## config.mk

```make
export PLATFORM = sky130hd
export DESIGN_NAME = muldiv_unit
export DESIGN_NICKNAME = d
export VERILOG_FILES = /design/src/rtl/muldiv_unit.sv
export SDC_FILE = /design/constraint.sdc
export NUM_CORES = 1
export LEC_CHECK = 0
export CORE_ASPECT_RATIO = 1.75
export CORE_MARGIN = 2
export CORE_UTILIZATION = 55
export DETAILED_ROUTE_END_ITERATION = 10
export DONT_BUFFER_PORTS = 1
export GPL_TIMING_DRIVEN = 0
export PLACE_DENSITY_LB_ADDON = 0.08
export SKIP_CTS_REPAIR_TIMING = 1
export SYNTH_ARGS = -nofsm -noshare
export SYNTH_HDL_FRONTEND = slang
export SYNTH_SLANG_ARGS = --single-unit
export TNS_END_PERCENT = 100
```

## constraint.sdc

```tcl
create_clock -name CLK -period 4.6 [get_ports CLK]
set_clock_uncertainty 0.15 [all_clocks]
set_input_delay 1.38 -clock CLK [delete_from_list [all_inputs] [get_ports CLK]]
set_output_delay 1.38 -clock CLK [all_outputs]
set_load 0.02 [all_outputs]
```

## src/rtl/muldiv_unit.sv

```systemverilog
// Iterative multiply/divide unit holding the architectural HI/LO registers.
// Shift-add multiply and restoring divide, one bit per cycle, sign fix-up in a final cycle.
//
// state | meaning
// IDLE  | accept start or mthi/mtlo moves; divide-by-zero is reported from here
// RUN   | one multiply or divide step per cycle, count 0..WIDTH-1
// FIX   | sign correction, HI/LO write, done pulse
module muldiv_unit #(
  parameter int WIDTH = 32
) (
  input  logic             CLK,
  input  logic             RST_N,
  input  logic             start,
  input  logic [1:0]       op,
  input  logic [WIDTH-1:0] A,
  input  logic [WIDTH-1:0] B,
  input  logic             mthi,
  input  logic             mtlo,
  output logic             busy,
  output logic             done,
  output logic             div_by_zero,
  output logic [WIDTH-1:0] HI,
  output logic [WIDTH-1:0] LO
);

  localparam int CW = $clog2(WIDTH);

  typedef enum logic [1:0] {IDLE, RUN, FIX} state_t;

  state_t             state;
  logic               is_div;
  logic               neg_res;
  logic               neg_rem;
  logic [WIDTH-1:0]   opa;
  logic [WIDTH-1:0]   opb;
  logic [2*WIDTH-1:0] acc;
  logic [WIDTH:0]     rem;
  logic [CW-1:0]      count;

  logic               op_signed;
  logic [WIDTH-1:0]   a_mag;
  logic [WIDTH-1:0]   b_mag;
  logic [WIDTH:0]     mul_sum;
  logic [WIDTH:0]     div_shift;
  logic [WIDTH:0]     div_diff;
  logic [2*WIDTH-1:0] prod_fix;
  logic [WIDTH-1:0]   quot_fix;
  logic [WIDTH-1:0]   rem_fix;

  assign op_signed = ~op[0];
  assign a_mag     = (op_signed && A[WIDTH-1]) ? -A : A;
  assign b_mag     = (op_signed && B[WIDTH-1]) ? -B : B;

  // Multiply: opa is the multiplicand, opb the multiplier shifting out LSB-first;
  // the product builds in acc's upper half while the lower half shifts right.
  assign mul_sum   = {1'b0, acc[2*WIDTH-1:WIDTH]} + (opb[0] ? {1'b0, opa} : '0);

  // Divide: opa is the dividend shifting out MSB-first, quotient bits enter acc's low half.
  assign div_shift = {rem[WIDTH-1:0], opa[WIDTH-1]};
  assign div_diff  = div_shift - {1'b0, opb};

  assign prod_fix  = neg_res ? -acc : acc;
  assign quot_fix  = neg_res ? -acc[WIDTH-1:0] : acc[WIDTH-1:0];
  assign rem_fix   = neg_rem ? -rem[WIDTH-1:0] : rem[WIDTH-1:0];

  always_ff @(posedge CLK) begin
    if (!RST_N) begin
      state       <= IDLE;
      HI          <= '0;
      LO          <= '0;
      busy        <= 1'b0;
      done        <= 1'b0;
      div_by_zero <= 1'b0;
      count       <= '0;
      is_div      <= 1'b0;
      neg_res     <= 1'b0;
      neg_rem     <= 1'b0;
      opa         <= '0;
      opb         <= '0;
      acc         <= '0;
      rem         <= '0;
    end else begin
      done        <= 1'b0;
      div_by_zero <= 1'b0;
      case (state)
        IDLE: begin
          if (start) begin
            if (op[1] && (B == '0)) begin
              done        <= 1'b1;
              div_by_zero <= 1'b1;
            end else begin
              is_div  <= op[1];
              opa     <= a_mag;
              opb     <= b_mag;
              neg_res <= op_signed & (A[WIDTH-1] ^ B[WIDTH-1]);
              neg_rem <= op_signed & A[WIDTH-1];
              acc     <= '0;
              rem     <= '0;
              count   <= '0;
              busy    <= 1'b1;
              state   <= RUN;
            end
          end else begin
            if (mthi) HI <= A;
            if (mtlo) LO <= A;
          end
        end
        RUN: begin
          if (is_div) begin
            // A borrow out of the trial subtract restores the shifted remainder.
            rem            <= div_diff[WIDTH] ? div_shift : div_diff;
            acc[WIDTH-1:0] <= {acc[WIDTH-2:0], ~div_diff[WIDTH]};
            opa            <= opa << 1;
          end else begin
            acc <= {mul_sum, acc[WIDTH-1:1]};
            opb <= opb >> 1;
          end
          if (count == CW'(WIDTH - 1)) state <= FIX;
          else                         count <= count + CW'(1);
        end
        FIX: begin
          if (is_div) begin
            HI <= rem_fix;
            LO <= quot_fix;
          end else begin
            HI <= prod_fix[2*WIDTH-1:WIDTH];
            LO <= prod_fix[WIDTH-1:0];
          end
          busy  <= 1'b0;
          done  <= 1'b1;
          state <= IDLE;
        end
        default: state <= IDLE;
      endcase
    end
  end

endmodule

```

Word-level counts from Yosys, hierarchy flattened. Index checks and enable logic that the tools add are counted.

Register bits: 237. Bits of input ports: 71. Output and inout bits: 67. Word-level logic and storage cells: 104.

Add/subtract/negate cells: 8. Eq/ne operators: 12. Muxes and demuxes: 46. Bitwise logic cells: 6. Reductions and logical operators: 17.

Operators by type and width (count): 2-to-1 mux 32 bit (23); case mux 32 bit (2 select lines) (5); 2-to-1 mux 64 bit (3); negator 32 bit (4); case mux 64 bit (2 select lines) (1); negator 64 bit (1); adder 32 x 32 -> 33 bit (1); subtractor 33 x 32 -> 33 bit (1); logical NOT 32 bit (1); != test 2 bit (second input constant) (9); AND reduction 3 bit (6); 2-to-1 mux 5 bit (3); AND reduction 4 bit (3); case mux 5 bit (2 select lines) (1); 2-to-1 mux 2 bit (3); adder 5 x 1 -> 5 bit (second input constant) (1); == test 5 bit (second input constant) (1); 2-to-1 mux 1 bit (4); case mux 1 bit (2 select lines) (2); case mux 2 bit (2 select lines) (1); nonzero test 2 bit (2); logical AND 1 bit (3); inverter 1 bit (3); bitwise AND 1 bit (2); other kinds (5) (5).

Logic depth before layout (Yosys ltp). Gate-level depths: netlist of the first run.

Depth after elaboration: 6. Depth in mapped cells: 14. Mapped depth without buffers: 14.

Least setup slack after synthesis of the first run. OpenSTA, ideal clock, no wires.

Path type: input-to-reg. Start point: input B[18]. End point: register opa[24]. Library setup time: 0.070 ns. Arrival: 3.775 ns. Data required time: 4.380 ns. Slack: 0.605 ns. Cell stages on the path: 10. Buffers on the path: 1. Cells stage by stage: or4_1 > nor4b_1 > nand4_1 > o21ai_1 > a21o_2 > nor2_1 > a21oi_2 > buf_2 > a21oi_1 > a21oi_1.

Word-level cells in the longest chain between the ends: 4.

RTL lines: from (decl) (RTL line 16) `input logic [WIDTH-1:0] B,`; logical NOT 32 bit (RTL line 88) `if (op[1] && (B == '0)) begin`; logical AND 1 bit (RTL line 88); != test 2 bit (no line); AND reduction 4 bit (no line); to (signal assigned) (RTL line 93) `opa <= a_mag;`; to (signal assigned) (RTL line 113) `opa <= opa << 1;`; to (decl) (RTL line 34) `logic [WIDTH-1:0] opa;`.

Every way passes these cells. A chain may end at the register's enable or synchronous reset.

Worst setup path in the final report of the first run.
Start point: register opb[0]. End point: register acc[61].

Word-level cells in the longest chain between the ends: 4.

RTL lines: from (decl) (RTL line 35) `logic [WIDTH-1:0] opb;`; from (signal assigned) (RTL line 94) `opb <= b_mag;`; from (signal assigned) (RTL line 116) `opb <= opb >> 1;`; 2-to-1 mux 32 bit (RTL line 56) `assign mul_sum = {1'b0, acc[2*WIDTH-1:WIDTH]} + (opb[0] ? {1'b0, opa} : '0);`; adder 32 x 32 -> 33 bit (RTL line 56); 2-to-1 mux 32 bit (RTL line 109) `if (is_div) begin`; case mux 64 bit (2 select lines) (RTL line 85) `case (state)`; to (signal, indexed assignment) (RTL line 112) `acc[WIDTH-1:0] <= {acc[WIDTH-2:0], ~div_diff[WIDTH]};`; to (signal assigned) (RTL line 115) `acc <= {mul_sum, acc[WIDTH-1:1]};`; to (decl) (RTL line 36) `logic [2*WIDTH-1:0] acc;`.

Every way passes these cells. The select of a mux whose other input is x is not followed.

==> results of run 1 <==
==> stage by stage <==
step	setup WS [ns]	area, um^2
finish	0.1651	18620
global route	0.02503	18620
CTS	-0.4783	18580
detailed placement	-0.3947	17680
global placement	-0.3851	17680
floorplan	0.6054	17190
==> synthesized netlist by cell type, drive strengths merged, types with 5 or more instances <==
cell | instances | share of area, %
nand2 | 302 | 6.7
dfxtp | 237 | 28
o21ai | 187 | 5.4
a21oi | 186 | 5.4
nor2 | 140 | 3.2
clkbuf | 125 | 2.7
xor2 | 107 | 5.5
xnor2 | 88 | 4.5
ha | 71 | 5.2
mux2i | 70 | 4.1
inv | 64 | 1.4
nor2b | 62 | 2.3
o211ai | 62 | 2.7
nand3 | 60 | 1.7
a21boi | 50 | 2.2
and2 | 42 | 1.5
nor3 | 39 | 1.1
o31ai | 39 | 1.8
and3 | 35 | 1.3
a21o | 26 | 1.1
buf | 26 | 0.70
nand4 | 25 | 0.91
or3 | 24 | 0.90
o41ai | 21 | 1.2
nand2b | 19 | 0.69
or4 | 19 | 0.87
o211a | 18 | 1.0
nor4 | 16 | 0.58
a211oi | 15 | 0.65
o2111ai | 14 | 0.71
or2 | 8 | 0.31
a31oi | 7 | 0.25
o221ai | 7 | 0.36
o21a | 6 | 0.26
o21bai | 6 | 0.26
a221oi | 5 | 0.25
a22o | 5 | 0.25
a41oi | 5 | 0.25
==> registers in the layout, indices dropped and copies added (netlist names), 2 cells and up <==
name / cells
count: 5
opb: 32
state: 2
rem: 32
LO: 32
acc: 64
opa: 32
HI: 32
==> worst max-delay path by stage <==
stage          startpoint      end  slack (ns)
6_report           opb[0]  acc[61]        0.17
5_1_grt            opb[0]  acc[63]        0.03
4_1_cts            opb[0]  acc[63]       -0.48
3_5_place_dp         B[8]  opa[31]       -0.39
3_3_place_gp       opb[0]  acc[57]       -0.39
2_1_floorplan       B[18]  opa[24]        0.61
==> logic make-up after synthesis <==
family                   synth area share [%]
AND/OR/NAND/NOR                         22.70
AO/OA/AOI/OAI                           25.47
flip-flops                              27.59
buffers and inverters                   4.825
XOR/XNOR                                9.933
adder cells (fa/ha/maj)                 5.400
multiplexers                            4.075
==> power by group through the flow <==
stage	combinational, mW	clock (mW)	sequential, mW
after CTS	1.13	2.25	2.29
after global routing	1.27	2.31	2.30
after floorplan	0.799	0	2.29
final	1.18	2.25	2.29
after global placement	1.11	0	2.33
after detailed placement	1.12	0	2.33
==> layer usage <==
| metal | GRT usage, % | share of wire, % | up-vias |
|---|---|---|---|
| li1 | - | - | 8203 |
| met1 | 41.15 | 34 | 8317 |
| met2 | 68.36 | 47 | 818 |
| met3 | 9.688 | 8.1 | 322 |
| met4 | 39.08 | 11 | 0 |
| met5 | 0 | 0 | - |
==> layout make-up <==
cell class	count	area [um^2]	share of cell area (%)
Antenna cell	2	5.005	0.02688
Inverter	64	240.2	1.290
Tap cell	391	489.2	2.627
Clock inverter	18	205.2	1.102
Sequential cell	237	4745	25.48
Buffer	151	591.8	3.178
Clock buffer	30	686.9	3.689
Multi-Input combinational cell	1827	11660	62.61
==> critical path, delay by kind of cell (launching register included) <==
family                     cells  cell delay, ns
AOI/OAI and AO/OA              8            2.12
DFF                            1            0.66
buffers and inverters          1            0.36
xor gates and xnor gates       1            0.11
adders and majority gates      1            0.46
and+or+nand+nor                2            0.43
==> results.toml, run 1 <==
[worst_setup_path]
rr_worst_depth = 13
critical-path-top-cell-by-count = "sky130_fd_sc_hd__o21ai_1"
cp_max_fo = 10
r2r_start = "opb[0]"
startpoint_type = "flop"
worst_ep_required_time_ns = 4.88
worst_path_largest_cell_delay_ns = 0.66
ff2ff_setup_slack_ns = 0.17
r2r_end = "acc[61]"
slowest_stage = "sky130_fd_sc_hd__dfxtp_1"
setup.worst_path.end_class = "flop"
path_cells = "clkbuf_2 -> nand2_1 -> fa_1 -> nor2b_1 -> o2111ai_1 -> a31oi_1 -> o21ai_1 -> o21ai_1 -> o21ai_1 -> o311ai_0 -> a31o_2 -> xnor2_1 -> o21ai_0"
worst-endpoint-arrival_ns = 4.72
crit_type = "reg2reg"

[floorplanning]
pin_count = 138
core_region_area_um2 = 30740
rows = 85
die_height_um = 237.9
initial_utilization_pct = 55.94
dieArea_um2 = 32750
die_x_um = 137.7

[placement]
place_congestion = 1.021
portBuffers = 0
hpwlAfterDp_um = 52750
dp_cells = 2670

[layout]
area.growth.synth_to_final_pct = 8.296
net_total_in_the_final_layout = 2451
mostFrequentLayoutCell = "sky130_fd_sc_hd__nand2_1"
final-instance-count-excl-fill = 2720
n_fill_cell = 2998
most-common-layout-cells = "300 x sky130_fd_sc_hd__nand2_1, 237 x sky130_fd_sc_hd__dfxtp_1, 184 x sky130_fd_sc_hd__a21oi_1, 175 x sky130_fd_sc_hd__o21ai_0, 136 x sky130_fd_sc_hd__nor2_1"
drive_gt1_share_pct = 3.739
finish.utilization_pct = 60.58

[timing]
fin_worst_hold_slack_ns = 0.3192
tightest_slew_ns = 1.537
share_of_the_clock_period_used_by_the_worst_path_after_layout_pct = 96.41
achievable-frequency_mhz = 225.5
totalNegativeSetupSlack_ns = 0
layout_min_cycle_time_ns = 4.435
setup_viol = 0
grt_setup_unrepaired = "false"
final-hold-violation-count = 0
slew_viols_final = 9
slew_headroom_pct = -2.858

[global_routing]
grt_max_degree = 15
grt.overflow.total = 0
first_pass_grt_wire_length_um = 101200
grt_use_total_pct = 41.14
number_of_global_route_vias_before_repair = 17630
number_of_antenna_violations_at_the_first_check_in_global_routing = 1

[clock_tree]
cts_htree_levels = 1
clkLatencyLatePin_ns = 0.57
clock_tree_from_tritoncts = "done"
cts_root_buf = "sky130_fd_sc_hd__clkbuf_16"
clk_pin_slew_worst_paths_ns = 0.07
inserted_clock_buffers = 26
clockBufferDepth = 3
cts_num_sinks = 237

[logic_synthesis]
yosys.cell_types.count = 78
ys_async_sr_fraction_pct = 0
synth_area_um2 = 17190
synth_enable_flop_cells = 0
yosysWarningCount = 0
postSynthNetCount = 2423
synthesis.area_per_instance_um2 = 7.545
synth.ff_latch_count = 237
syn-instance-count = 2279
synth-main-ff-cell = "sky130_fd_sc_hd__dfxtp_1"
yosysSeqAreaShare_pct = 27.59

[drt]
num_vias = 17660
detail_route.iter0.violations = 1386
post-route-drc-count = 0
routed_wire_length_per_instance_um = 24.95
final_antenna_net_count = 0
detail_route.vias_per_cell = 6.493
routed_wirelength_um = 67870
first_pass_iters = 5

[pwr]
worst_ir_drop_vdd_mv = 0.3129
power.switching_fraction_pct = 32.78
comb_power_share_pct = 20.6
post-layout-total-power_mw = 5.722
reported_net_switching_power_mw = 1.876
internal_power_mw = 3.846
power_leakage_nw = 7.471
clkPwrFrac_pct = 39.4
share_seq_of_total_power_pct = 40.0
p_per_area_nw_per_um2 = 307.3

[job]
timing.max_cap.violations = 1

[worst_hold_path]
min_path_cells = 2
source_of_the_worst_hold_timing_path = "opb[24]"
whs_endpoint = "opb[24]"
worst_hold_path_type = "reg2reg"

[outcome]
failing_checks = "max-capacitance violations, max-slew violations"
outcome = "finished, violations left"
Note: power is estimated with default switching activity, not from simulation.
==> run 2: changes to the inputs <==
GPL_TIMING_DRIVEN = default   (was 0)
==> results.toml, run 2 (same netlist as run 1, synthesis figures left out) <==
[clock_tree]
clk_pin_slew_worst_paths_ns = 0.07
cts_num_sinks = 237
clock_tree_from_tritoncts = "done"
cts_htree_levels = 1
inserted_clock_buffers = 25
clockBufferDepth = 3
clkLatencyLatePin_ns = 0.56
cts_root_buf = "sky130_fd_sc_hd__clkbuf_16"

[worst_hold_path]
min_path_cells = 2
whs_endpoint = "opa[14]"
source_of_the_worst_hold_timing_path = "opa[14]"
worst_hold_path_type = "reg2reg"

[placement]
hpwlAfterDp_um = 42220
worst_case_setup_slack_after_placement_ns = 0.3896
place_congestion = 0.9284
portBuffers = 0
detailed_place.area_um2 = 17470
dp_cells = 2561

[global_routing]
busiest_layer = "met2"
grt.overflow.total = 0
number_of_antenna_violations_at_the_first_check_in_global_routing = 1
first_pass_grt_wire_length_um = 86310
grt_use_total_pct = 33.85
grt_max_degree = 220
grt.met2_usage_pct = 62.35
grt_use_met1_pct = 34.30
number_of_global_route_vias_before_repair = 16160
met3_usage_pct = 5.120

[layout]
most-common-layout-cells = "299 x sky130_fd_sc_hd__nand2_1, 235 x sky130_fd_sc_hd__dfxtp_1, 185 x sky130_fd_sc_hd__a21oi_1, 179 x sky130_fd_sc_hd__o21ai_0, 135 x sky130_fd_sc_hd__nor2_1"
number_of_flip_flops_in_the_largest_register = 64
area.growth.synth_to_final_pct = 6.389
drive_gt1_share_pct = 5.106
mostFrequentLayoutCell = "sky130_fd_sc_hd__nand2_1"
largest-register = "acc"
net_total_in_the_final_layout = 2341
num_antenna_cells = 0
finish.instance_area_um2 = 18290
finish.utilization_pct = 59.52
final-instance-count-excl-fill = 2604

[worst_setup_path]
crit_type = "reg2reg"
cp_max_fo = 20
worst-path-buf-inv = 4
critical-path-top-cell-by-count = "sky130_fd_sc_hd__buf_4"
ff2ff_setup_slack_ns = 0.47
path_depth = 15
slowest_stage = "sky130_fd_sc_hd__a21oi_1"
r2r_end = "rem[29]"
startpoint_type = "flop"
path_cells = "inv_1 -> ha_1 -> fa_1 -> nand2b_1 -> a21oi_1 -> a2111oi_0 -> buf_4 -> o41ai_2 -> buf_4 -> o21ai_1 -> a21oi_1 -> xnor2_4 -> buf_4 -> o21ai_0 -> a22o_1"
setup.worst_path.end_class = "flop"
rr_worst_depth = 15
worst-endpoint-arrival_ns = 4.42
worst_path_largest_cell_delay_ns = 0.44
worst_ep_required_time_ns = 4.88
critical_path.top_delay_family = "compound AO/OA/AOI/OAI gates"
r2r_start = "opa[31]"

[timing]
fin_worst_hold_slack_ns = 0.3205
share_of_the_clock_period_used_by_the_worst_path_after_layout_pct = 89.88
totalNegativeSetupSlack_ns = 0
setup_viol = 0
tightest_slew_ns = 1.035
slew_viols_final = 0
final-hold-violation-count = 0
slew_headroom_pct = 31.02
postLayoutSetupSlackWorst_ns = 0.4654
grt_setup_unrepaired = "false"
layout_min_cycle_time_ns = 4.135
achievable-frequency_mhz = 241.9

[pwr]
post-layout-total-power_mw = 5.418
clkPwrFrac_pct = 38.5
power.switching_fraction_pct = 31.02
p_per_area_nw_per_um2 = 296.2
share_seq_of_total_power_pct = 42.6
power_leakage_nw = 7.435
internal_power_mw = 3.738
comb_power_share_pct = 19.0
worst_ir_drop_vdd_mv = 0.3143
reported_net_switching_power_mw = 1.681

[job]
timing.max_cap.violations = 0

[floorplanning]
dieArea_um2 = 32750
rows = 85
die_x_um = 137.7
initial_utilization_pct = 55.94
core_region_area_um2 = 30740
die_height_um = 237.9
pin_count = 138

[drt]
final_antenna_net_count = 0
routed_wire_length_per_instance_um = 21.59
routed_wirelength_um = 56230
post-route-drc-count = 0
num_vias = 16570
first_pass_iters = 6
detail_route.vias_per_cell = 6.363
detail_route.iter0.violations = 1059

[outcome]
outcome = "completed"
-- run 2: cell types whose count changed in the layout (fill, tap and decap cells not counted), moves of 5 or more --
cell,change
sky130_fd_sc_hd__o21ai_1,-5
sky130_fd_sc_hd__clkbuf_8,+5
sky130_fd_sc_hd__buf_1,-15
sky130_fd_sc_hd__clkinv_2,-6
sky130_fd_sc_hd__clkbuf_1,-120
sky130_fd_sc_hd__buf_2,-9
sky130_fd_sc_hd__buf_4,+40
-- run 2: metal layers --
layer,vias up,part of all wire [%]
met3,172,5.7
met4,0,7.7
met2,579,51
met5,-,0
met1,7839,36
li1,7978,-
-- run 2: worst max-delay path by stage --
| stage | slack (ns) | startpoint | endpoint |
|---|---|---|---|
| global placement | 0.46 | B[18] | opb[31] |
| CTS | 0.34 | opb[0] | rem[29] |
| global route | 0.20 | opb[0] | acc[63] |
| finish | 0.47 | opa[31] | rem[29] |
| detailed placement | 0.39 | opb[0] | rem[29] |
| floorplan | 0.61 | B[18] | opa[24] |
-- run 2: layout make-up --
type | instances | area [um^2]
Inverter | 64 | 240.2
Clock buffer | 36 | 716.9
Fill cell | 2897 | 12440
Multi-Input combinational cell | 1827 | 11680
Tap cell | 391 | 489.2
Timing Repair Buffer | 42 | 327.8
Sequential cell | 237 | 4750
Clock inverter | 7 | 92.59
-- run 2: power by group through the flow --
| stage | Sequential, mW | Combinational (mW) | Clock (mW) |
|---|---|---|---|
| floorplan | 2.29 | 0.799 | 0 |
| global placement | 2.35 | 0.999 | 0 |
| detailed placement | 2.35 | 1.01 | 0 |
| CTS | 2.31 | 1.02 | 2.11 |
| global route | 2.32 | 1.12 | 2.17 |
| finish | 2.31 | 1.03 | 2.08 |
-- run 2: tightest hold or removal path: stages, from the launching register on --
cell	delay [ns]
sky130_fd_sc_hd__dfxtp_1	0.32
sky130_fd_sc_hd__nand2_1	0.06
sky130_fd_sc_hd__a21boi_1	0.05
==> run 3: changes to the inputs <==
CORE_UTILIZATION = 35   (was 55)
==> results.toml, run 3 (same netlist as run 1, synthesis figures left out) <==
[outcome]
outcome = "completed"

[layout]
num_antenna_cells = 0
number_of_flip_flops_in_the_largest_register = 64
drive_gt1_share_pct = 5.618
net_total_in_the_final_layout = 2347
area.growth.synth_to_final_pct = 10.20
most-common-layout-cells = "299 x sky130_fd_sc_hd__nand2_1, 235 x sky130_fd_sc_hd__dfxtp_1, 185 x sky130_fd_sc_hd__a21oi_1, 179 x sky130_fd_sc_hd__o21ai_0, 135 x sky130_fd_sc_hd__nor2_1"
largest-register = "acc"
mostFrequentLayoutCell = "sky130_fd_sc_hd__nand2_1"

[timing]
achievable-frequency_mhz = 244.5
final-hold-violation-count = 0
setup_viol = 0
layout_min_cycle_time_ns = 4.090
fin_worst_hold_slack_ns = 0.3170
grt_setup_unrepaired = "false"
slew_headroom_pct = 21.08
share_of_the_clock_period_used_by_the_worst_path_after_layout_pct = 88.92
tightest_slew_ns = 1.179
totalNegativeSetupSlack_ns = 0
slew_viols_final = 0

[worst_setup_path]
cp_max_fo = 4
r2r_start = "opa[0]"
critical_path.top_delay_family = "compound AO/OA/AOI/OAI gates"
setup.worst_path.end_class = "flop"
path_cells = "and2_1 -> ha_1 -> inv_1 -> fa_1 -> nor2b_1 -> o2111ai_1 -> a31oi_1 -> o21ai_0 -> o21ai_0 -> o21ai_0 -> o311ai_0 -> a31o_2 -> xnor2_1 -> o21ai_0"
crit_type = "reg2reg"
critical-path-top-cell-by-count = "sky130_fd_sc_hd__o21ai_0"
worst-path-buf-inv = 1
ff2ff_setup_slack_ns = 0.51
worst-endpoint-arrival_ns = 4.38
slowest_stage = "sky130_fd_sc_hd__o21ai_0"
r2r_end = "acc[61]"
worst_ep_required_time_ns = 4.89
startpoint_type = "flop"
rr_worst_depth = 14
worst_path_largest_cell_delay_ns = 0.46

[global_routing]
grt.overflow.total = 0
grt_max_degree = 220
number_of_antenna_violations_at_the_first_check_in_global_routing = 1
first_pass_grt_wire_length_um = 96190
grt_use_total_pct = 24.56
number_of_global_route_vias_before_repair = 16190

[floorplanning]
dieArea_um2 = 50980
die_height_um = 297.2
pin_count = 138
initial_utilization_pct = 35.38
core_region_area_um2 = 48600
rows = 107
die_x_um = 171.5

[drt]
num_vias = 16280
final_antenna_net_count = 0
first_pass_iters = 5
routed_wirelength_um = 63590
post-route-drc-count = 0
detail_route.iter0.violations = 775
routed_wire_length_per_instance_um = 22.09
detail_route.vias_per_cell = 5.656

[clock_tree]
clockBufferDepth = 3
clkLatencyLatePin_ns = 0.57
cts_num_sinks = 237
inserted_clock_buffers = 28
cts_htree_levels = 1
cts_root_buf = "sky130_fd_sc_hd__clkbuf_16"
clock_tree_from_tritoncts = "done"
clk_pin_slew_worst_paths_ns = 0.06

[worst_hold_path]
whs_endpoint = "opa[10]"
worst_hold_path_type = "reg2reg"
min_path_cells = 2
source_of_the_worst_hold_timing_path = "opa[10]"

[placement]
hpwlAfterDp_um = 48760
portBuffers = 0
place_congestion = 0.8624

[pwr]
worst_ir_drop_vdd_mv = 0.3067
power_leakage_nw = 7.590
p_per_area_nw_per_um2 = 320.8

[job]
timing.max_cap.violations = 0
run 3: power breakdown:
group | internal [mW] | leakage [nW] | switching, mW
registers | 2.15 | 1.93 | 0.159
clock network | 1.73 | 0.536 | 0.982
logic | 0.392 | 5.12 | 0.658
total | 4.28 | 7.59 | 1.80
run 3: worst max path at each step:
stage / startpoint / to / cells past startpoint
final: opa[0] / acc[61] / 14
after CTS: rem[2] / rem[16] / 11
after detailed placement: B[18] / opb[31] / 12
after floorplan: B[18] / opa[24] / 10
after global placement: B[18] / opb[31] / 12
after global routing: opb[0] / rem[18] / 12
run 3: routing by layer:
| metal | vias up | part of all wire [%] | track usage (%) | routed length [um] |
|---|---|---|---|---|
| li1 | 8003 | - | - | - |
| met1 | 7800 | 36 | 25.00 | 22930 |
| met2 | 370 | 54 | 47.36 | 34400 |
| met3 | 110 | 4.6 | 3.632 | 2901 |
| met4 | 0 | 5.3 | 12.15 | 3353 |
| met5 | - | 0 | 0 | 0 |
run 3: layout make-up:
class | instances | area, um^2
fillers | 5121 | 29650
multi-input cells | 1827 | 11670
repair buffers | 45 | 362.8
inverters | 64 | 240.2
flip-flops and latches | 237 | 4750
well taps | 654 | 818.3
clock buffers | 40 | 817.0
clock inverters | 12 | 287.8
run 3: per-stage QoR:
| step | instance area [um^2] | utilization [%] | power, mW | instances | setup WS, ns |
|---|---|---|---|---|---|
| after floorplan | 17190 | - | 3.088 | 2279 | 0.6054 |
| after global placement | 17840 | 36.72 | 3.403 | 2827 | 0.4184 |
| after detailed placement | 17840 | 36.72 | 3.406 | 2827 | 0.4360 |
| after CTS | 18950 | 38.99 | 6.141 | 2879 | 0.4406 |
| after global routing | 18950 | 38.99 | 6.332 | 2879 | 0.1843 |
| final | 18950 | 38.99 | 6.078 | 2879 | 0.5099 |
run 3: tightest hold or removal path, stage by stage, from the launching register on:
cell	delay, ns
sky130_fd_sc_hd__dfxtp_1	0.32
sky130_fd_sc_hd__nand2_1	0.06
sky130_fd_sc_hd__a21boi_1	0.05
